$ cat config.mk
export PLATFORM = sky130hd
export DESIGN_NAME = clk_en_ctrl
export DESIGN_NICKNAME = d
export VERILOG_FILES = /design/src/rtl/clk_pkg.sv /design/src/rtl/mod_counter.sv /design/src/rtl/clk_en_ctrl.sv
export SDC_FILE = /design/constraint.sdc
export NUM_CORES = 1
export LEC_CHECK = 0
export CORE_ASPECT_RATIO = 1.1
export CORE_MARGIN = 10
export CORE_UTILIZATION = 40
export CTS_CLUSTER_DIAMETER = 100
export DETAILED_ROUTE_END_ITERATION = 6
export GPL_ROUTABILITY_DRIVEN = 1
export HOLD_SLACK_MARGIN = 0.15
export PLACE_DENSITY_LB_ADDON = 0.15
export SYNTH_ARGS = -nofsm -noshare
export SYNTH_HDL_FRONTEND = slang
export SYNTH_HIERARCHICAL = 1
export SYNTH_SLANG_ARGS = --single-unit
$ cat constraint.sdc
create_clock -name clk -period 7.7 [get_ports clk]
set_input_delay 1.925 -clock clk [delete_from_list [all_inputs] [get_ports clk]]
set_output_delay 1.925 -clock clk [all_outputs]
set_load 0.01 [all_outputs]
$ cat src/rtl/clk_pkg.sv
`default_nettype none
// ============================================================================
// Module  : clk_pkg
// Brief   : Shared types, default widths and helpers for the clock-enable
//           and reset sequencer.
// Revision: 1.0 - initial release
// ============================================================================
package clk_pkg;

    typedef enum logic [1:0] {
        HOLD   = 2'd0,
        RUN    = 2'd1,
        HALTED = 2'd2
    } clk_ctrl_state_t;

    localparam int C_DIV_W    = 8;
    localparam int C_RST_HOLD = 16;
    localparam int C_TICK_W   = 32;

    // Bits needed to count 0..n-1, never less than one.
    function automatic int cnt_w(input int n);
        return (n <= 2) ? 1 : $clog2(n);
    endfunction

endpackage : clk_pkg
`default_nettype wire

$ cat src/rtl/mod_counter.sv
`default_nettype none
// ============================================================================
// Module  : mod_counter
// Brief   : Up counter with synchronous clear, count enable and a
//           terminal-count flag (count >= terminal value).
// Revision: 1.0 - initial release
// ============================================================================
module mod_counter #(
    parameter int W = 8
) (
    input  logic         clk,
    input  logic         rst,
    input  logic         i_clr,
    input  logic         i_en,
    input  logic [W-1:0] i_term,
    output logic         o_tc
);

    logic [W-1:0] r_cnt;

    always_ff @(posedge clk) begin
        if (rst || i_clr) begin
            r_cnt <= '0;
        end else if (i_en) begin
            r_cnt <= r_cnt + W'(1);
        end
    end

    // ">=" so a terminal value that shrinks below the count fires at once.
    assign o_tc = (r_cnt >= i_term);

endmodule : mod_counter
`default_nettype wire

$ cat src/rtl/clk_en_ctrl.sv
`default_nettype none
// ============================================================================
// Module  : clk_en_ctrl
// Brief   : Core reset hold, divided clk_en strobe and debug halt/step
//           sequencer for the core clock domain.
// Revision: 1.0 - initial release
// ============================================================================
module clk_en_ctrl
    import clk_pkg::*;
#(
    parameter int DIV_W    = C_DIV_W,
    parameter int RST_HOLD = C_RST_HOLD,
    parameter int TICK_W   = C_TICK_W
) (
    input  logic              clk,
    input  logic              rst,
    input  logic [DIV_W-1:0]  div_val,
    input  logic              halt_req,
    input  logic              step_req,
    output logic              core_rst,
    output logic              clk_en,
    output logic              halt_ack,
    output logic [TICK_W-1:0] tick_cnt
);

    localparam int                  c_hold_w    = cnt_w(RST_HOLD);
    localparam logic [c_hold_w-1:0] c_hold_term = c_hold_w'(RST_HOLD - 1);

    clk_ctrl_state_t   r_state;
    clk_ctrl_state_t   w_state_nxt;
    logic              w_hold_tc;
    logic              w_div_tc;
    logic              w_div_clr;
    logic              w_clk_en_nxt;
    logic              w_tick_inc;
    logic              r_core_rst;
    logic              r_clk_en;
    logic              r_halt_ack;
    logic [TICK_W-1:0] r_tick_cnt;

    mod_counter #(
        .W (c_hold_w)
    ) u_hold_cnt (
        .clk    (clk),
        .rst    (rst),
        .i_clr  (r_state != HOLD),
        .i_en   (r_state == HOLD),
        .i_term (c_hold_term),
        .o_tc   (w_hold_tc)
    );

    // Divider restarts on every tick, on halt, and whenever not running.
    assign w_div_clr = (r_state != RUN) || halt_req || w_div_tc;

    mod_counter #(
        .W (DIV_W)
    ) u_div_cnt (
        .clk    (clk),
        .rst    (rst),
        .i_clr  (w_div_clr),
        .i_en   (r_state == RUN),
        .i_term (div_val),
        .o_tc   (w_div_tc)
    );

    always_ff @(posedge clk) begin
        if (rst) begin
            r_state <= HOLD;
        end else begin
            r_state <= w_state_nxt;
        end
    end

    always_comb begin
        w_state_nxt = r_state;
        case (r_state)
            HOLD:    if (w_hold_tc) w_state_nxt = RUN;
            RUN:     if (halt_req)  w_state_nxt = HALTED;
            HALTED:  if (!halt_req) w_state_nxt = RUN;
            default: w_state_nxt = HOLD;
        endcase
    end

    // Halt beats a due tick; a step coinciding with resume is dropped.
    always_comb begin
        w_clk_en_nxt = 1'b0;
        w_tick_inc   = 1'b0;
        case (r_state)
            RUN: begin
                if (!halt_req && w_div_tc) begin
                    w_clk_en_nxt = 1'b1;
                    w_tick_inc   = 1'b1;
                end
            end
            HALTED: begin
                if (halt_req && step_req) begin
                    w_clk_en_nxt = 1'b1;
                    w_tick_inc   = 1'b1;
                end
            end
            default: ;
        endcase
    end

    always_ff @(posedge clk) begin
        if (rst) begin
            r_core_rst <= 1'b1;
            r_clk_en   <= 1'b0;
            r_halt_ack <= 1'b0;
            r_tick_cnt <= '0;
        end else begin
            r_core_rst <= (w_state_nxt == HOLD);
            r_clk_en   <= w_clk_en_nxt;
            r_halt_ack <= (w_state_nxt == HALTED);
            if (w_tick_inc) begin
                r_tick_cnt <= r_tick_cnt + TICK_W'(1);
            end
        end
    end

    assign core_rst = r_core_rst;
    assign clk_en   = r_clk_en;
    assign halt_ack = r_halt_ack;
    assign tick_cnt = r_tick_cnt;

endmodule : clk_en_ctrl
`default_nettype wire
# [Yosys cells after proc, flatten, opt, wreduce, memory -nomap -nowiden]
# Cells that the tools add are included.
[totals] register_bits=49 output_inout_bits=35 elab_cells=33 in_bits=12
[op_classes] addsub=3 n_mux=7 n_eq_ne=4 n_reduce_logical=10 order_cmp=2
[ops] operator="$add 32x1->32 const B" n=1
[ops] operator="$add 8x1->8 const B" n=1
[ops] operator="$ge 8x8->1" n=1
[ops] operator="$mux 2" n=3
[ops] operator="$pmux 2 s3" n=1
[ops] operator="$add 4x1->4 const B" n=1
[ops] operator="$eq 2x2->1 const B" n=2
[ops] operator="$ge 4x4->1 const B" n=1
[ops] operator="$logic_not 2->1" n=2
[ops] operator="$logic_or 1x1->1" n=4
[ops] operator="$eq 2x1->1 const B" n=1
[ops] operator="$logic_and 1x1->1" n=2
[ops] operator="$mux 1" n=2
[ops] operator="$ne 2x1->1 const B" n=1
[ops] operator="$pmux 1 s2" n=1
[ops] operator="$reduce_bool 2->1" n=1
[ops] operator="$logic_not 1->1" n=1

# [Depth between registers and ports, before layout]
[depth] word_depth=4 mapped_depth=11 ltp_nobuf=10

# [By module]
# Netlist, hierarchy kept.
[by_module_without_submodules] module="clk_en_ctrl" area_per_inst_um2=1799.2 seq_area_each_um2=740.7 cells_each=201 n_inst=1
[by_module_without_submodules] module="mod_counter at u_div_cnt" area_per_inst_um2=535.5 seq_area_each_um2=160.2 cells_each=63 n_inst=1
[by_module_without_submodules] module="mod_counter at u_hold_cnt" area_per_inst_um2=259.0 seq_area_each_um2=80.1 cells_each=28 n_inst=1

# [Worst setup path after synthesis]
# OpenSTA, ideal clock, no wires.
[synth_path] kind="input to register" from="in div_val[7]" to="reg r_tick_cnt[31] (netlist: tick_cnt[31])" arrival_ns=3.990 n_path_buf=0 path_stages=10 setup_slack_ns=3.640 setup_ns=0.070 t_required_ns=7.630 path_cell_list="inv_1 -> ha_1 -> and3_1 -> nand3_1 -> o21ai_0 -> nand4b_4 -> a2111oi_4 -> nand3_2 -> or3_1 -> a21oi_1"
[synth_between] elab_chain_len=4
[synth_rtl] item="from (decl)" line="clk_en_ctrl.sv:17" source="input logic [DIV_W-1:0] div_val,"
[synth_rtl] item="$ge 8x8->1" line="mod_counter.sv:30" source="assign o_tc = (r_cnt >= i_term);"
[synth_rtl] item="via w_div_tc" line="clk_en_ctrl.sv:32" source="logic w_div_tc;"
[synth_rtl] item="$logic_and 1x1->1" line="clk_en_ctrl.sv:90" source="if (!halt_req && w_div_tc) begin"
[synth_rtl] item="$mux 1" line="clk_en_ctrl.sv:90"
[synth_rtl] item="$pmux 1 s2" line="clk_en_ctrl.sv:88" source="case (r_state)"
[synth_rtl] item="to (signal assigned)" line="clk_en_ctrl.sv:116" source="r_tick_cnt <= r_tick_cnt + TICK_W'(1);"
[synth_rtl] item="to (decl)" line="clk_en_ctrl.sv:39" source="logic [TICK_W-1:0] r_tick_cnt;"
# The timed path passes the listed nets, and every way through them passes these cells.
# A chain may end at the register's enable or synchronous reset.

# [Final worst setup path]
[layout_path] from="in div_val[7]" to="reg r_tick_cnt[22] (netlist: tick_cnt[22])"
# Same word-level chain as after synthesis.

==> flow_summary.toml <==
[status]
status = "complete, no violations"

[clocking]
clk_pin_slew_worst_paths_ns = 0.09
h-tree-depth = 2
cts.root.buffer_cell = "clkbuf_8"
cts.repair.resized = 0
cts_buffers = 5
clk_path_buf_depth = 2
cts_setup_buffers = 0
cts.sinks = 49
postCtsHoldBufs = 0
cts_tree = "done"
insertion_delay_ns = 0.30

[critical_path]
crit_buf_inv = 2
startpoint = "div_val[7]"
required_ns = 7.93
start_kind = "input pin"
critPathTopFamily = "compound AO/OA/AOI/OAI gates"
r2r-start = "u_div_cnt/r_cnt[0]"
path_common_cell = "nand3_1"
crit_type = "in -> reg"
slowest_stage = "a211oi_2"
critPathArrivalTime_ns = 5.04
worst_setup_path_end_kind = "flop"
crit_chain = "clkdlybuf4s50_1 > inv_1 > ha_1 > and3_1 > nand3_1 > o21ai_0 > nand4b_4 > a211oi_2 > nand3_1 > or3_1 > a21oi_1"
cp_max_fo = 13
critical_path.max_stage_delay_ns = 0.70

[power_and_ir_drop]
power.leakage_nw = 1.325
power.density_mw_per_mm2 = 173.4
irDropWorstVdd_uv = 92.85

[layout]
area_growth_pct = 24.89
mostFrequentLayoutCell = "dfxtp_1"
final_cell_mix = "dfxtp_1 (49), clkdlybuf4s50_1 (45), nor2_1 (42)"
n_antenna_cell = 0
finalNetCount = 372
fin_cells = 420
drive_above_1_share_pct = 5.294

[die]
chipWidth_um = 96.78
dieArea_mm2 = 0.01011
die_h_um = 104.5
ioPinCount = 47
core-area_mm2 = 0.006231
rows = 30
start_util_pct = 41.63

[global_routing]
grt_max_degree = 41
grt_overflow = 0
grt_pass1_vias = 2036
antenna_found_initial = 0
grt_usage_pct = 11.10
grt_pass1_wl_um = 9818

[detailed_routing]
drc = 0
vias = 2116
wire_per_inst_um = 13.52
dr.pass1.iters = 4
drt-initial-drc-count = 92
drt_wl_total_um = 5679
postRouteAntennaNets = 0
via_per_inst = 5.038

[yosys]
async_flop_share_pct = 0
syn_avg_cell_area_um2 = 8.883
ys_seq_area_share_pct = 37.82
yosysUniqueCellTypes = 38
ys_ff_latch = 49
syn-instance-count = 292
ys.flop_type = "dfxtp_1"
synth_edf_count = 0
syn-cell-area_mm2 = 0.002594
yosysWarningCount = 6

[timing]
fin_setup_tns_ns = 0
finalSetupViolCount = 0
slew_headroom_pct = 47.05
slew_violations = 0
period_share_pct = 62.52
rsz0062_at_grt = "false"
layout_min_cycle_time_ns = 4.814
worstMarginPinSlew_ns = 0.7929
hold_violations = 0
max_freq_mhz = 207.7
fin_skew_ns = 0.01039

[place]
routabilityCongestion = 0.7504
placed_cells = 412
hpwl_um = 4227
io_buffers = 46

[run]
maxCapViolCount = 0

[worst_hold_path]
hold_path_startpoint = "u_div_cnt/r_cnt[7]"
hold_class = "reg -> reg"
==> sequential cells by signal, summed over array words and instances (netlist names) <==
name,flops
clk_en,1
halt_ack,1
u_hold_cnt/r_cnt,4
tick_cnt,32
u_div_cnt/r_cnt,8
r_state,2
core_rst,1
==> layer usage <==
metal	track usage [%]	wire [µm]	share of wire, %	up-vias
li1	-	-	-	1094
met1	12.85	2609	46	988
met2	18.86	2746	48	30
met3	3.854	278	4.9	4
met4	2.848	44	0.77	0
met5	0	0	0	-
==> kinds of logic after synthesis <==
family / Yosys count / share of synthesized area (%)
and+or+nand+nor: 130 / 27.54
buffers and inverters: 26 / 3.907
AOI/OAI and AO/OA: 27 / 7.526
DFF: 49 / 37.82
other: 1 / 0.1446
adders and majority gates: 21 / 10.13
muxes: 2 / 0.7719
xor gates and xnor gates: 36 / 12.16
==> layout make-up <==
cell class | instances | area [µm²]
inverter | 17 | 63.81
clock buffer | 7 | 86.33
clock inverter | 1 | 30.03
multi-input combinational | 220 | 1523
tap | 80 | 100.1
sequential | 49 | 980.9
fill | 633 | 2992
timing repair buffer | 46 | 455.4
==> report_power, final <==
part,internal [mW],switching (mW),total [mW]
Clock,0.106,0.0841,0.190
Combinational,0.0468,0.0496,0.0964
Sequential,0.265,0.0105,0.275
Total,0.417,0.144,0.562
==> tightest hold or removal path, cell delays in order, from the launching register on <==
cell,delay [ns]
dfxtp_1,0.33
o21ai_0,0.07
a21oi_1,0.06
==> stage by stage <==
stage | worst slack, ns | hold slack (ns) | utilization (%) | instance area [µm²] | total power, mW
after floorplan | 3.640 | 0.4618 | - | 2605 | 0.3540
after global placement | 2.659 | 0.4748 | 50.12 | 3123 | 0.3771
after detailed placement | 2.602 | 0.4869 | 50.12 | 3123 | 0.3799
after CTS | 2.913 | 0.5039 | 51.99 | 3239 | 0.5703
after global routing | 2.644 | 0.5442 | 51.99 | 3239 | 0.5929
final | 2.886 | 0.5038 | 51.99 | 3239 | 0.5617
==> synthesized netlist by cell type (2+ instances only) <==
cell type | n | area (µm²)
xor2_1 | 31 | 271.5
xnor2_1 | 5 | 43.79
or3_1 | 5 | 31.28
o21ai_0 | 8 | 40.04
nand4_1 | 22 | 137.6
a21oi_1 | 8 | 40.04
nand3_1 | 12 | 60.06
nand4_2 | 2 | 25.02
clkbuf_1 | 8 | 30.03
nor3_1 | 7 | 35.03
and3_1 | 8 | 50.05
a21o_1 | 4 | 30.03
nor2b_1 | 2 | 12.51
mux2i_1 | 2 | 20.02
nor2_1 | 42 | 157.7
and2_1 | 2 | 12.51
and4_1 | 2 | 17.52
ha_1 | 21 | 262.8
nand2b_1 | 2 | 12.51
inv_1 | 17 | 63.81
dfxtp_1 | 49 | 980.9
nand2_1 | 17 | 63.81
==> worst paths after layout <==
path,slack (ns),cells after the start,end
worst min-delay path,0.50,2,u_div_cnt/r_cnt[7]
worst max-delay path,2.89,11,tick_cnt[22]
worst min register to register,0.50,2,u_div_cnt/r_cnt[7]
worst max register to register,4.62,10,tick_cnt[22]
Power figures use the tool's default switching activity.
